## src/rtl/gates_sweep_pkg.sv

```systemverilog
// Shared types and constants for the gates self-test sweep controller.
// Expected responses are {y6..y0} = {NOT a, XNOR, XOR, NOR, OR, NAND, AND}.
package gates_sweep_pkg;

  typedef enum logic [1:0] {
    StIdle = 2'd0,
    StRun  = 2'd1,
    StDone = 2'd2
  } state_e;

  localparam int unsigned NUM_VEC = 4;
  localparam int unsigned Y_W     = 7;

  localparam logic [Y_W-1:0] EXP_V0 = 7'h6A;  // a=0 b=0
  localparam logic [Y_W-1:0] EXP_V1 = 7'h16;  // a=1 b=0
  localparam logic [Y_W-1:0] EXP_V2 = 7'h56;  // a=0 b=1
  localparam logic [Y_W-1:0] EXP_V3 = 7'h25;  // a=1 b=1

  function automatic logic [Y_W-1:0] exp_resp(input logic [1:0] idx);
    logic [Y_W-1:0] r;
    unique case (idx)
      2'd0: r = EXP_V0;
      2'd1: r = EXP_V1;
      2'd2: r = EXP_V2;
      2'd3: r = EXP_V3;
      default: r = '0;
    endcase
    return r;
  endfunction

endpackage

```

## src/rtl/gates_sweep_check.sv

```systemverilog
// Combinational compare of the live gates response against the golden response
// for the vector currently being driven.
module gates_sweep_check
  import gates_sweep_pkg::*;
(
  input  logic [1:0]     idx_i,
  input  logic [Y_W-1:0] gate_y_i,
  output logic           mismatch_o
);

  assign mismatch_o = (gate_y_i != exp_resp(idx_i));

endmodule

```

## src/rtl/gates_sweep_ctrl.sv

```systemverilog
// Self-test sequencer driving the four {b,a} vectors into a gates block and
// capturing each response. Define GATES_SWEEP_CHECK_EN to build the comparator.
module gates_sweep_ctrl
  import gates_sweep_pkg::*;
#(
  parameter int unsigned DWELL = 4
) (
  input  logic                   clk,
  input  logic                   reset,
  input  logic                   start,
  output logic                   gate_a,
  output logic                   gate_b,
  input  logic [Y_W-1:0]         gate_y,
  output logic                   busy,
  output logic                   done,
  output logic [NUM_VEC*Y_W-1:0] result,
  output logic                   pass,
  output logic [NUM_VEC-1:0]     err_mask
);

  localparam int unsigned CntW = (DWELL > 1) ? $clog2(DWELL) : 1;
  localparam logic [CntW-1:0] CntLast = CntW'(DWELL - 1);

  state_e                 state_q, state_d;
  logic [1:0]             idx_q, idx_d;
  logic [CntW-1:0]        cnt_q, cnt_d;
  logic                   gate_a_q, gate_a_d;
  logic                   gate_b_q, gate_b_d;
  logic                   busy_q, busy_d;
  logic                   done_q, done_d;
  logic [NUM_VEC*Y_W-1:0] result_q, result_d;
  logic                   pass_q, pass_d;
  logic [NUM_VEC-1:0]     err_q, err_d;
  logic                   mismatch;

`ifdef GATES_SWEEP_CHECK_EN
  gates_sweep_check u_check (
    .idx_i      (idx_q),
    .gate_y_i   (gate_y),
    .mismatch_o (mismatch)
  );
`else
  // Without the comparator err_q never leaves zero and pass means "completed".
  assign mismatch = 1'b0;
`endif

  always_comb begin
    state_d  = state_q;
    idx_d    = idx_q;
    cnt_d    = cnt_q;
    gate_a_d = gate_a_q;
    gate_b_d = gate_b_q;
    busy_d   = busy_q;
    done_d   = 1'b0;
    result_d = result_q;
    pass_d   = pass_q;
    err_d    = err_q;

    unique case (state_q)
      StIdle: begin
        if (start) begin
          state_d  = StRun;
          idx_d    = '0;
          cnt_d    = '0;
          gate_a_d = 1'b0;
          gate_b_d = 1'b0;
          busy_d   = 1'b1;
          result_d = '0;
          pass_d   = 1'b0;
          err_d    = '0;
        end
      end
      StRun: begin
        cnt_d = cnt_q + 1'b1;
        if (cnt_q == CntLast) begin
          cnt_d = '0;
          result_d[Y_W*idx_q +: Y_W] = gate_y;
          err_d[idx_q] = mismatch;
          if (idx_q == 2'd3) begin
            state_d  = StDone;
            busy_d   = 1'b0;
            done_d   = 1'b1;
            gate_a_d = 1'b0;
            gate_b_d = 1'b0;
            pass_d   = (err_d == '0);
          end else begin
            idx_d    = idx_q + 2'd1;
            gate_a_d = idx_d[0];
            gate_b_d = idx_d[1];
          end
        end
      end
      StDone: begin
        state_d = StIdle;
      end
      default: begin
        state_d = StIdle;
      end
    endcase
  end

  always_ff @(posedge clk) begin
    if (reset) begin
      state_q  <= StIdle;
      idx_q    <= '0;
      cnt_q    <= '0;
      gate_a_q <= 1'b0;
      gate_b_q <= 1'b0;
      busy_q   <= 1'b0;
      done_q   <= 1'b0;
      result_q <= '0;
      pass_q   <= 1'b0;
      err_q    <= '0;
    end else begin
      state_q  <= state_d;
      idx_q    <= idx_d;
      cnt_q    <= cnt_d;
      gate_a_q <= gate_a_d;
      gate_b_q <= gate_b_d;
      busy_q   <= busy_d;
      done_q   <= done_d;
      result_q <= result_d;
      pass_q   <= pass_d;
      err_q    <= err_d;
    end
  end

  assign gate_a   = gate_a_q;
  assign gate_b   = gate_b_q;
  assign busy     = busy_q;
  assign done     = done_q;
  assign result   = result_q;
  assign pass     = pass_q;
  assign err_mask = err_q;

endmodule

```

## config.mk

```make
export PLATFORM = sky130hd
export DESIGN_NAME = gates_sweep_ctrl
export DESIGN_NICKNAME = d
export VERILOG_FILES = /design/src/rtl/gates_sweep_pkg.sv /design/src/rtl/gates_sweep_check.sv /design/src/rtl/gates_sweep_ctrl.sv
export SDC_FILE = /design/constraint.sdc
export NUM_CORES = 1
export LEC_CHECK = 0
export ABC_AREA = 1
export BUFFER_PORTS_ARGS = -buffer_cell sky130_fd_sc_hd__clkbuf_2
export CORE_UTILIZATION = 35
export CTS_CLUSTER_DIAMETER = 100
export DETAILED_ROUTE_END_ITERATION = 10
export PLACE_DENSITY_LB_ADDON = 0.2
export SYNTH_ARGS = -nofsm -noshare
export SYNTH_HDL_FRONTEND = slang
export SYNTH_HIERARCHICAL = 1
export SYNTH_SLANG_ARGS = --single-unit
export TNS_END_PERCENT = 20
```

## constraint.sdc

```tcl
create_clock -name clk -period 2.65 [get_ports clk]
set_input_delay 0.265 -clock clk [delete_from_list [all_inputs] [get_ports clk]]
set_output_delay 0.265 -clock clk [all_outputs]
set_load 0.005 [all_outputs]
```

# After elaboration in Yosys (flattened, before gate mapping)

Cells that the tools add are included.

Flip-flop bits (word level): 43
Output and inout bits: 37
Input bits: 10
Word-level logic and storage cells: 73

Shift-type cells: 2
$add $sub $neg: 3
Multiply operators: 1
Magnitude comparators: 2
Reductions and logical operators: 10
Equal/unequal tests: 7
Multiplexer cells: 34
Bitwise operators: 4

Operator list:

| cell                    | count |
|---|---|
| $mux 28                 | 2 |
| $pmux 28 s2             | 1 |
| $neg 5->34              | 1 |
| $shift 7x34->28 const A | 1 |
| $shiftx 7x34->28        | 1 |
| $bwmux 28               | 1 |
| $mux 2                  | 7 |
| $mux 1                  | 12 |
| $pmux 2 s2              | 3 |
| $mux 4                  | 2 |
| $ne 2x2->1 const B      | 4 |
| $pmux 1 s2              | 4 |
| $pmux 4 s2              | 1 |
| $reduce_and 4->1        | 2 |
| $reduce_and 3->1        | 2 |
| $mul 3x2->5 const A     | 1 |
| $add 2x1->2 const B     | 2 |
| $and 4x4->4             | 1 |
| $eq 2x2->1 const B      | 2 |
| $logic_not 4->1         | 1 |
| $not 4->4               | 1 |
| $lt 2x3->1 const B      | 1 |
| $reduce_or 3->1         | 1 |
| $demux 1 s2             | 1 |
| 7 further kinds         | 8 |

# Depth between registers and ports, before layout

Gate-level depths: netlist (run 1).

Depth in word-level cells: 10
Mapped depth: 10
Mapped depth without buffers: 9

# Worst setup path after synthesis (run 1)

No wires, ideal clock.

Path type: register to register
Start: reg idx_q[0]
End: reg result_q[16] (netlist: result[16])
Setup slack: 0.987 ns
Stages on the path, launching flop included: 11
Library setup time: 0.064 ns
Required time: 2.586 ns
Period minus slack after synthesis: 1.663 ns
Arrival time: 1.599 ns
Path through: dfxtp_1 buf_2 inv_1 ha_1 inv_1 nand3_1 nor2_1 nand2_1 nand2_1 nand2_1 nor2_1

Longest elaborated chain between the ends: 6
Elaborated cells on any way between the ends: 7
Those cells by class: 1 x add/sub; 1 x mul; 2 x shift; 3 x mux

RTL lines:

| element                                                    | line                    | RTL |
|---|---|---|
| start, declared                                            | gates_sweep_ctrl.sv:25  | `logic [1:0] idx_q, idx_d;` |
| start signal, assigned                                     | gates_sweep_ctrl.sv:116 | `idx_q <= idx_d;` |
| $mul 3x2->5 *                                              | gates_sweep_ctrl.sv:77  | `result_d[Y_W*idx_q +: Y_W] = gate_y;` |
| $neg 5->34 *                                               | gates_sweep_ctrl.sv:77  |  |
| $shiftx 7x34->28 / $shift 7x34->28 (equally long branches) | gates_sweep_ctrl.sv:77  |  |
| $bwmux 28 *                                                | gates_sweep_ctrl.sv:77  |  |
| $mux 28 *                                                  | gates_sweep_ctrl.sv:75  | `if (cnt_q == CntLast) begin` |
| $pmux 28 s2 *                                              | gates_sweep_ctrl.sv:59  | `unique case (state_q)` |
| end signal, assigned                                       | gates_sweep_ctrl.sv:122 | `result_q <= result_d;` |
| end, declared                                              | gates_sweep_ctrl.sv:31  | `logic [NUM_VEC*Y_W-1:0] result_q, result_d;` |

Every way passes the cells marked *; elsewhere a longest branch is shown, timed or not. The select of a mux whose other input is x is not followed.
A chain may end at the register's enable or synchronous reset.

# Final worst setup path (run 1)

Start: reg idx_q[1]
End: reg result_q[16] (netlist: result[16])

Same word-level chain as after synthesis.

==> results of run 1 <==
[worst max path at each step]
stage	startpoint	end	slack, ps	depth (start not counted)
3_5_place_dp	idx_q[1]	result[16]	990	8
4_1_cts	idx_q[1]	result[16]	950	8
6_report	idx_q[1]	result[16]	960	8
3_3_place_gp	cnt_q[0]	result[26]	1050	6
5_1_grt	idx_q[1]	result[16]	690	9
2_1_floorplan	idx_q[0]	result[16]	990	10
[Yosys cell counts, types with 2 or more instances]
| cell type | number |
|---|---|
| sky130_fd_sc_hd__or2_0 | 2 |
| sky130_fd_sc_hd__o211ai_1 | 3 |
| sky130_fd_sc_hd__nor3_1 | 2 |
| sky130_fd_sc_hd__buf_6 | 4 |
| sky130_fd_sc_hd__nand3_1 | 11 |
| sky130_fd_sc_hd__nand2_1 | 83 |
| sky130_fd_sc_hd__inv_1 | 52 |
| sky130_fd_sc_hd__nor2_1 | 82 |
| sky130_fd_sc_hd__a21oi_1 | 12 |
| sky130_fd_sc_hd__clkbuf_8 | 2 |
| sky130_fd_sc_hd__nand3_2 | 2 |
| sky130_fd_sc_hd__o21ai_0 | 2 |
| sky130_fd_sc_hd__nand4_1 | 2 |
| sky130_fd_sc_hd__clkbuf_1 | 2 |
| sky130_fd_sc_hd__ha_1 | 9 |
| sky130_fd_sc_hd__dfxtp_1 | 43 |
[power breakdown]
part           switching [mW]  internal, mW
registers              0.0327         0.704
clock network           0.214         0.185
logic                   0.208         0.130
total                   0.454          1.02
[sequential cells by signal, indices dropped and copies added, names as in the netlist]
| name | flops |
|---|---|
| result | 28 |
| err_mask | 4 |
| cnt_q | 2 |
| idx_q | 2 |
| state_q | 2 |
| busy | 1 |
| done | 1 |
| gate_a | 1 |
| gate_b | 1 |
| pass | 1 |
[layout make-up]
| cell class | instances | area, um^2 |
|---|---|---|
| Fill cell | 667 | 3457 |
| Tap cell | 75 | 93.84 |
| Multi-Input combinational cell | 217 | 1018 |
| Timing Repair Buffer | 48 | 245.2 |
| Inverter | 53 | 198.9 |
| Clock inverter | 1 | 5.005 |
| Clock buffer | 7 | 76.32 |
| Sequential cell | 43 | 860.8 |
[critical path: stages (launching register included)]
cell	delay (ps)
sky130_fd_sc_hd__dfxtp_1	400
sky130_fd_sc_hd__inv_1	140
sky130_fd_sc_hd__ha_1	320
sky130_fd_sc_hd__nand3_1	110
sky130_fd_sc_hd__nor2_1	370
sky130_fd_sc_hd__nand2_1	90
sky130_fd_sc_hd__nand2_1	80
sky130_fd_sc_hd__nand2_1	40
sky130_fd_sc_hd__nor2_1	80
[metrics by stage]
stage          utilization [%]  cells  cell area, um^2
6_report                 41.95    444             2499
5_1_grt                  41.95    444             2499
4_1_cts                  41.95    444             2499
3_5_place_dp             40.59    436             2417
3_3_place_gp             40.59    436             2417
2_1_floorplan                -    322             2163
[cells by family after synthesis]
| logic type | synth area share (%) |
|---|---|
| and+or+nand+nor | 36.55 |
| buffers and inverters | 13.13 |
| DFF | 39.79 |
| AOI/OAI and AO/OA | 5.321 |
| adders and majority gates | 5.205 |
[routing by layer]
layer,routed length [um],vias to the layer above,part of all wire (%)
li1,-,1054,-
met1,2284,809,50
met2,2119,26,46
met3,128,5,2.8
met4,60,0,1.3
met5,0,-,0
==> results.toml, run 1 <==
[sta]
worst_clock_skew_ps = 3.285
slew_headroom_pct = 72.42
setup_viol = 0
fin_worst_hold_slack_ps = 253.9
clock.fmax_mhz = 592.0
final_max_slew_viol_count = 0
min_period_over_period_pct = 63.74
worst_slack_ps = 960.9
fin_hold_viols = 0
totalNegativeSetupSlack_ps = 0
rsz0062_at_grt = "no"
transition_time_of_the_tightest_slew_check_pin_ps = 412.2
fin_crit_ps = 1689

[global_routing]
antenna_violations_before_repair = 0
grt.total_usage_pct = 15.56
gr-total-overflow = 0
gr-usage-met1_pct = 19.45
pin_count_of_the_biggest_net_entering_global_routing = 33
grt_pass1_vias = 1755
busiest_layer = "met2"
gr-usage-met2_pct = 26.27
grt_pass1_wl_um = 7803
grt_use_met3_pct = 3.182

[routing]
drt_wl_total_um = 4593
drtPass1Iterations = 4
dr_total_vias = 1894
drt.antenna.violating_nets = 0
wire_per_inst_um = 10.34
detail_route.vias_per_cell = 4.266
drt-initial-drc-count = 82
route.detailed.drc = 0

[clock_tree]
tritoncts = "yes"
cts_max_path_buffers = 2
post_cts_buffers = 0
cts-root-buf = "sky130_fd_sc_hd__clkbuf_8"
cts_made_buffers = 5
clk_pin_slew_ps = 80
cts-resized-gates = 0
holdBufCountCts = 0
cts.sinks = 43
clock_insertion_delay_worst_skew_ps = 290
ctsHtreeMaxLevel = 2

[run]
max_cap_violations = 0

[worst_setup_path]
reg2regPathDepth = 8
crit_path_start_kind = "flop"
reg2reg_setup_slack_ps = 960
crit_type = "reg2reg"
critical_path_peak_fanout = 7
crit_arrival_ps = 1920
crit_path_end_kind = "flop"
worstReg2RegEnd = "result[16]"
worstPathRequired_ps = 2880
r2r_start = "idx_q[1]"

[floorplanning]
io_pins = 47
die_height_um = 80.62
die_x_um = 80.62
core_area_mm2 = 0.005956
start_util_pct = 36.32
floorplan.die_area_mm2 = 0.006500
core.rowCount = 28

[cells_and_area]
commonest_cells_after_routing_fill_and_taps_aside = "sky130_fd_sc_hd__nand2_1, sky130_fd_sc_hd__nor2_1, sky130_fd_sc_hd__inv_1, sky130_fd_sc_hd__clkbuf_2, sky130_fd_sc_hd__dfxtp_1"
area_growth_pct = 15.50
ant_diodes = 0
num-nets-final = 387
layout-drive-gt1-share_pct = 16.80
final_common_cell = "sky130_fd_sc_hd__nand2_1"

[synthesis]
yosys_warnings = 6
ys.flop_type = "sky130_fd_sc_hd__dfxtp_1"
number_of_synthesized_flops_with_an_enable_pin = 0
post_synth_main_area_contributors = "sky130_fd_sc_hd__dfxtp_1, sky130_fd_sc_hd__nand2_1, sky130_fd_sc_hd__nor2_1"
synth_seq_cells = 43
netlist_area_mm2 = 0.002163
postSynth.asyncResetShare_pct = 0
synth_area_per_cell_um2 = 6.718
synth_top_area_share_pct = 39.79
yosys.cell_types.count = 25
syn_inst = 322
synth_area_leader_cell = "sky130_fd_sc_hd__dfxtp_1"
synthesis.nets = 341
yosysSeqAreaShare_pct = 39.79

[power]
power_density_over_the_cells_mw_per_mm2 = 589.8
power_leakage_nw = 1.313
ir_worst_vdd_v = 0.0002075
totalPowerFinal_mw = 1.474

[place]
portBuffers = 46
dp_slack_ps = 987.6
placer_s_final_routability_congestion_estimate = 0.8447
hpwl_um = 3408

[min_path]
min_delay_path_depth = 3
worst_hold_path.endpoint = "busy"
min_from = "start"
hp-class = "in2reg"

[run_status]
status = "finished, final reports clean"
(Power assumes the default switching activity.)
==> inputs of run 2 (changes only) <==
- clock period: 2.65 -> 1.5 ns (I/O delays scaled with it)
==> run 2 against run 1 <==
  * Non-clock buffer count up 12
  * Clock-buffer cell count unchanged
  * Combinational power up 130%
==> results.toml, run 2 (synthesis results as in run 1) <==
[global_routing]
grt_pass1_vias = 1796
grt.total_usage_pct = 16.56
pin_count_of_the_biggest_net_entering_global_routing = 22
gr-total-overflow = 0
grt_pass1_wl_um = 8162
antenna_violations_before_repair = 0

[clock_tree]
clk_pin_slew_ps = 80
cts_max_path_buffers = 2
cts.sinks = 43
holdBufCountCts = 0
cts_made_buffers = 5
tritoncts = "yes"
cts-root-buf = "sky130_fd_sc_hd__clkbuf_8"
clock_insertion_delay_worst_skew_ps = 300
ctsHtreeMaxLevel = 2

[routing]
detail_route.vias_per_cell = 4.389
drt_wl_total_um = 5316
drt.antenna.violating_nets = 0
drtPass1Iterations = 4
dr_total_vias = 2019
drt-initial-drc-count = 47
wire_per_inst_um = 11.56
route.detailed.drc = 0

[floorplanning]
die_x_um = 80.62
floorplan.die_area_mm2 = 0.006500
io_pins = 47
core.rowCount = 28
core_area_mm2 = 0.005956
start_util_pct = 36.32
die_height_um = 80.62

[power]
totalPowerFinal_mw = 2.796
power_frac_clock_pct = 25.8
net_switching_power_of_the_design_uw = 900.9
cellInternalPower_mw = 1.895
power_density_over_the_cells_mw_per_mm2 = 993.0
switching_share_pct = 32.23
comb_power_share_pct = 27.6
power_leakage_nw = 1.418
ir_worst_vdd_v = 0.0003498
sequentialPowerShare_pct = 46.5

[worst_setup_path]
crit_path_end_kind = "flop"
worstPathCellList = "inv_2 > buf_4 > ha_2 > nand3_1 > nor2_4 > buf_12 > a21oi_1 > nor2_1"
critical_path_peak_fanout = 6
crit_path_top_delay_cell = "sky130_fd_sc_hd__dfxtp_2"
crit_type = "reg2reg"
critical_path_buf_inv_count = 3
crit_family = "simple AND/OR/NAND/NOR gates"
critical_path.max_stage_delay_ps = 330
crit_arrival_ps = 1670
crit_path_start_kind = "flop"
worstPathRequired_ps = 1730

[run_status]
status = "finished, final reports clean"

[cells_and_area]
num-nets-final = 403
final.fill_count = 628
finish.cell_count_without_fillers = 460
final_common_cell = "sky130_fd_sc_hd__nor2_1"
layout-drive-gt1-share_pct = 28.57
ff_latch_area_um2 = 865.8
area_growth_pct = 30.13
ant_diodes = 0
area_occupied_by_multi_input_gates_mm2 = 0.001207
final_core_utilization_pct = 47.27
post-route-cell-area_mm2 = 0.002815
commonest_cells_after_routing_fill_and_taps_aside = "sky130_fd_sc_hd__nor2_1, sky130_fd_sc_hd__nand2_1, sky130_fd_sc_hd__inv_1, sky130_fd_sc_hd__clkbuf_2, sky130_fd_sc_hd__dfxtp_1"
largest_register_ffs = 28

[sta]
totalNegativeSetupSlack_ps = 0
clock.fmax_mhz = 696.9
fin_crit_ps = 1435
slew_headroom_pct = 76.91
fin_hold_viols = 0
min_period_over_period_pct = 95.66
worst_clock_skew_ps = 7.097
transition_time_of_the_tightest_slew_check_pin_ps = 346.1
setup_viol = 0
final_max_slew_viol_count = 0

[run]
max_cap_violations = 0

[place]
placer_s_final_routability_congestion_estimate = 0.7824
dpl.cell_count = 446
detailed_place.area_mm2 = 0.002496
portBuffers = 46
hpwl_um = 3567

[min_path]
hp-class = "in2reg"
==> run 2: cell count changes in the layout (fill, tap and decap cells not counted), sizes merged <==
cell,previous run,this run
buf,2,14
nand3,14,17
nand3b,1,2
==> run 2: tightest hold or removal path, cell delays in order <==
cell                       delay [ps]
sky130_fd_sc_hd__clkbuf_2          90
sky130_fd_sc_hd__nand2_1           80
sky130_fd_sc_hd__a21oi_1           70
==> run 2: final cells by class <==
class / instances / share of cell area [%]
multi-input cells: 221 / 42.89
flip-flops and latches: 43 / 30.76
repair buffers: 60 / 13.07
inverters: 53 / 7.067
well taps: 75 / 3.333
clock buffers: 7 / 2.711
clock inverters: 1 / 0.1778
==> run 2: repair_timing <==
action                                  4_1_cts  5_1_grt
setup buffers                                 0        2
endpoints found under the setup margin        0       30
resized for setup                             0       43
==> run 2: path summary, 6_finish.rpt <==
path                      end  cells after the start  slack [ps]         from
hold / removal           busy                      3         130        start
setup reg to reg   result[15]                      8          70     idx_q[0]
hold reg to reg   err_mask[3]                      2         470  err_mask[3]
setup / recovery   result[15]                      8          70     idx_q[0]
==> run 2: power by group through the flow <==
stage / Sequential [mW] / Combinational, mW / Clock, mW
2_1_floorplan: 1.33 / 0.441 / 0
3_3_place_gp: 1.32 / 0.644 / 0
3_5_place_dp: 1.32 / 0.645 / 0
4_1_cts: 1.30 / 0.650 / 0.754
5_1_grt: 1.32 / 0.880 / 0.797
6_report: 1.30 / 0.772 / 0.723
==> run 2: layer usage <==
layer	GRT usage (%)	vias to the layer above	share of wire, %
li1	-	1096	-
met1	20.60	882	49
met2	27.03	33	46
met3	4.205	8	3.5
met4	6.607	0	1.6
met5	0	-	0
==> run 2: per-stage QoR <==
stage               worst slack [ps]  hold WS (ps)
finish                         65.09         127.5
global route                  -5.236         125.4
floorplan                      11.45         287.6
detailed placement             40.73         442.1
CTS                            22.65         126.0
global placement               46.51         445.8
